[src/rtl/hilo_unit.sv]
// hilo_unit: EX-stage HI/LO controller that drives a slow negedge multiplier and owns the HI/LO pair.
// Define MADD_EN to enable op 7 (MADD), which accumulates the signed product into {hi,lo}.
module hilo_unit #(
    parameter int ACC_WIDTH = 64
) (
    input  logic                 clk,
    input  logic                 rst,
    input  logic                 op_valid,
    input  logic [2:0]           op,
    input  logic [31:0]          rs_val,
    input  logic [31:0]          rt_val,
    input  logic                 flush,
    input  logic                 pipe_enable,
    output logic                 mul_start,
    output logic                 mul_signed,
    output logic [31:0]          mul_a,
    output logic [31:0]          mul_b,
    output logic                 mul_annul,
    output logic                 mul_enable,
    input  logic [ACC_WIDTH-1:0] mul_result,
    input  logic                 mul_ready,
    output logic                 stall,
    output logic [31:0]          rd_data,
    output logic [31:0]          hi,
    output logic [31:0]          lo
);

    typedef enum logic [1:0] {
        IDLE,
        BUSY,
        DONE
    } state_t;

    localparam logic [2:0] OP_MULT  = 3'd1;
    localparam logic [2:0] OP_MULTU = 3'd2;
    localparam logic [2:0] OP_MTHI  = 3'd3;
    localparam logic [2:0] OP_MTLO  = 3'd4;
    localparam logic [2:0] OP_MFHI  = 3'd5;
    localparam logic [2:0] OP_MFLO  = 3'd6;
    localparam logic [2:0] OP_MADD  = 3'd7;

    state_t               state;
    state_t               state_next;
    logic                 is_mul;
    logic                 live;
    logic                 busy_start;
    logic                 annul;
    logic                 commit;
    logic                 wr_hi;
    logic                 wr_lo;
    logic [ACC_WIDTH-1:0] acc_next;

    assign live = op_valid & ~flush;

`ifdef MADD_EN
    logic madd_q;

    assign is_mul   = live & ((op == OP_MULT) | (op == OP_MULTU) | (op == OP_MADD));
    assign acc_next = madd_q ? ({hi, lo} + mul_result) : mul_result;
`else
    assign is_mul   = live & ((op == OP_MULT) | (op == OP_MULTU));
    assign acc_next = mul_result;
`endif

    assign wr_hi = (state == IDLE) & live & pipe_enable & (op == OP_MTHI);
    assign wr_lo = (state == IDLE) & live & pipe_enable & (op == OP_MTLO);

    // Flush beats a same-cycle Ready so an annulled multiply never commits.
    always_comb begin
        state_next = state;
        busy_start = 1'b0;
        annul      = 1'b0;
        commit     = 1'b0;
        case (state)
            IDLE: begin
                if (is_mul) begin
                    state_next = BUSY;
                end
            end
            BUSY: begin
                busy_start = 1'b1;
                if (flush) begin
                    annul      = 1'b1;
                    state_next = IDLE;
                end else if (mul_ready) begin
                    commit     = 1'b1;
                    state_next = DONE;
                end
            end
            DONE: begin
                if (pipe_enable) begin
                    state_next = IDLE;
                end
            end
            default: state_next = IDLE;
        endcase
    end

    always_ff @(posedge clk or posedge rst) begin
        if (rst) begin
            state      <= IDLE;
            hi         <= 32'd0;
            lo         <= 32'd0;
            mul_a      <= 32'd0;
            mul_b      <= 32'd0;
            mul_signed <= 1'b0;
`ifdef MADD_EN
            madd_q     <= 1'b0;
`endif
        end else begin
            state <= state_next;
            if ((state == IDLE) && is_mul) begin
                mul_a      <= rs_val;
                mul_b      <= rt_val;
                mul_signed <= (op != OP_MULTU);
`ifdef MADD_EN
                madd_q     <= (op == OP_MADD);
`endif
            end
            if (commit) begin
                {hi, lo} <= acc_next;
            end else begin
                if (wr_hi) begin
                    hi <= rs_val;
                end
                if (wr_lo) begin
                    lo <= rs_val;
                end
            end
        end
    end

    // Combinational outputs are forced low while reset is held.
    assign mul_start  = busy_start & ~rst;
    assign mul_annul  = annul & ~rst;
    assign mul_enable = pipe_enable;
    assign stall      = ~rst & (((state == IDLE) & is_mul) | (state == BUSY));
    assign rd_data    = rst              ? 32'd0 :
                        (op == OP_MFHI)  ? hi    :
                        (op == OP_MFLO)  ? lo    : 32'd0;

endmodule

[config.mk]
export PLATFORM = sky130hd
export DESIGN_NAME = hilo_unit
export DESIGN_NICKNAME = d
export VERILOG_FILES = /design/src/rtl/hilo_unit.sv
export SDC_FILE = /design/constraint.sdc
export NUM_CORES = 1
export LEC_CHECK = 0
export ABC_CLOCK_PERIOD_IN_PS = 7100
export BUFFER_PORTS_ARGS = -buffer_cell sky130_fd_sc_hd__buf_2
export CAP_MARGIN = 5
export CORE_AREA = 2 2 120 122
export CTS_CLUSTER_SIZE = 25
export DETAILED_ROUTE_END_ITERATION = 8
export DIE_AREA = 0 0 122 124
export PLACE_DENSITY = 0.8
export SYNTH_ARGS = -nofsm -noshare
export SYNTH_HDL_FRONTEND = slang
export SYNTH_SLANG_ARGS = --single-unit
[constraint.sdc]
create_clock -name clk -period 7.1 [get_ports clk]
set_input_delay 1.42 -clock clk [delete_from_list [all_inputs] [get_ports clk]]
set_output_delay 1.42 -clock clk [all_outputs]
set_load 0.005 [all_outputs]
==> metrics.cfg <==
[status]
outcome=finished, final reports clean

[flow_run]
max_cap_viol_count=0

[worst_setup_path]
crit_slowest_cell=or4b_4
cp_max_fo=66
crit_arrival_ns=2.94
crit_buf_inv=2
worst_setup_path_start_kind=input port
crit_family=simple AND/OR/NAND/NOR gates
crit_type=in -> out
reg2reg_slack_ns=4.18
timing.rr.end=mul_a[29]$_DFFE_PP0P_
crit_top_cell=buf_2
timing.rr.start=state[1]$_DFFE_PP0P_
crit_path_cell_trace=buf_2 > or4b_4 > nor3_4 > a21o_1 > buf_2
rr_worst_depth=4
endpoint_kind=primary output
crit_path_max_incr_delay_ns=0.86
cp.required_ns=5.68

[place]
place_hpwl_microns=13700
port_buffers=301
gp_congestion=0.8160

[clocking]
clockBufferDepth=2
cts_hold_buf=0
cts_tree=done
post-cts-setup-buffers=0
cts-root-buf=clkbuf_16
cts-buffers-inserted=17
cts.clk_slew.worst_paths_ns=0.05
clock_latency_ns=0.41
clock-sinks=131
cts_resized=0
h-tree-depth=4

[pwr]
seq_power_share_pct=43.4
p_leak_uw=0.003978
combinationalPowerShare_pct=24.6
p_switching_uw=795.7
sw_frac_of_total_pct=29.78
power.density_nw_per_um2=322.5
cellInternalPower_uw=1876
peakVddDrop_mv=0.1403
clockPowerShare_pct=32.0

[logic_synthesis]
yosys.area.top_type=dfrtp_1
synth_ff_type=dfrtp_1
yosysWarnings=0
synthArstFlopShare_pct=100.0
synth_top_area_share_pct=53.32
netlist_area_sq_um=6148
synth-seq-cells=131
netlist_instances=604
synth-seq-area-share_pct=53.32
synth_edf_count=0
syn_nets=741
synth_cell_types=33
synthTopCellsByArea=dfrtp_1 53%, mux2_1 7.0%, a31oi_1 5.8%, nor2_1 5.4%, nand3_1 5.2%
syn_area_per_cell_sq_um=10.18

[grt]
antenna_found_initial=2
grt_pass1_wl_microns=30620
grt_pass1_vias=5614
grt_overflow=0
grt.total_usage_pct=26.84
grt_max_degree=74

[cells_and_area]
final_util_pct=60.38
synthToLayoutAreaGrowth_pct=34.74
final_common_cell=buf_2
drive_above_1_share_pct=42.55
n_fill_cell=1193
layout_common_cells=301 x buf_2, 131 x dfrtp_1, 89 x nor2_1
nets=1004

[die]
die_w_microns=122
coreArea_sq_um=13720
start_util_pct=44.82
die_area_sq_um=15130
rows=43
die_height_microns=124
ios=302

[route]
via_count=6022
viasPerCell=5.681
wl_per_cell_microns=19.40
ant_nets=0
firstDrtPassIters=7
drc=0
drt-initial-drc-count=465
wl_microns=20570

[timing]
hold_violations=0
worst_clock_skew_ns=0.009517
slew_headroom_pct=32.86
post-route-period-util_pct=61.35
rsz0062_at_grt=false
fin_crit_ns=4.356
max_freq_mhz=229.6
setup_viol=0
final_max_slew_viol_count=0
finalSetupTns_ns=0
tightest_slew_ns=0.9929

[hold_path]
whs_endpoint=mul_b[15]$_DFFE_PP0P_
min-delay-start=mul_b[15]$_DFFE_PP0P_
hold_class=reg -> reg
hold_path_depth=1

-- layer usage --
layer / up-vias / GRT usage [%] / part of all wire (%)
li1: 2731 / - / -
met1: 2931 / 34.31 / 40
met2: 313 / 44.03 / 49
met3: 45 / 6.731 / 8.3
met4: 2 / 10.49 / 2.4
met5: - / 0 / 0.063
-- worst max path at each step --
stage / slack [ns] / from / endpoint / depth (start not counted)
detailed placement: 2.76 / flush / stall / 5
floorplan: 1.11 / rst / stall / 3
global placement: 2.76 / flush / stall / 5
CTS: 2.75 / flush / stall / 5
finish: 2.74 / flush / stall / 5
global route: 2.66 / op[2] / rd_data[9] / 5
-- registers in the layout, indices dropped and copies added (netlist names) --
register and count:
hi 32, mul_b 32, mul_signed 1, state 2, lo 32, mul_a 32
-- synth_stat cells, drive strengths merged, types with 2 or more instances --
cell / number
a22oi: 32
a31oi: 57
and3b: 2
buf: 12
clkbuf: 52
dfrtp: 131
inv: 2
mux2: 64
nand2: 9
nand3: 64
nand4: 8
nand4bb: 2
nor2: 89
nor4bb: 2
o211ai: 8
o21ai: 57
-- power groups by stage --
stage / logic, uW / registers, uW / clock network, uW
6_report: 657 / 1160 / 856
2_1_floorplan: 275 / 1150 / 0
3_3_place_gp: 644 / 1150 / 0
5_1_grt: 733 / 1190 / 908
3_5_place_dp: 661 / 1170 / 0
4_1_cts: 665 / 1160 / 866
-- layout make-up --
| type | count | area (sq um) | area share, % |
|---|---|---|---|
| inverters | 2 | 12.51 | 0.1510 |
| clock inverters | 9 | 105.1 | 1.269 |
| diodes | 1 | 2.502 | 0.03021 |
| multi-input cells | 407 | 2628 | 31.72 |
| flip-flops and latches | 131 | 3278 | 39.57 |
| clock buffers | 22 | 474.2 | 5.724 |
| well taps | 180 | 225.2 | 2.719 |
| repair buffers | 308 | 1559 | 18.82 |
-- per-stage QoR --
stage | area, sq um | total power, uW | setup WS [ns] | hold slack (ns) | cells
6_report | 8284 | 2671 | 2.744 | 0.4777 | 1060
5_1_grt | 8284 | 2827 | 2.657 | 0.4898 | 1060
4_1_cts | 8282 | 2687 | 2.752 | 0.4818 | 1059
3_5_place_dp | 7702 | 1828 | 2.758 | 0.4692 | 1028
3_3_place_gp | 7702 | 1799 | 2.764 | 0.4632 | 1028
2_1_floorplan | 6148 | 1426 | 1.107 | 0.4828 | 604
-- kinds of logic (layout without fill, tap and decap cells) --
| group | after synthesis | in the layout | share of synthesized area (%) |
|---|---|---|---|
| compound gates | 158 | 158 | 15.77 |
| xor+xnor | 1 | 1 | 0.1425 |
| buf+inv | 66 | 341 | 4.803 |
| flops | 131 | 131 | 53.32 |
| mux | 64 | 64 | 11.72 |
| other cells | 0 | 1 | 0 |
| simple gates | 184 | 184 | 14.25 |
Note: power is estimated with default switching activity, not from simulation.
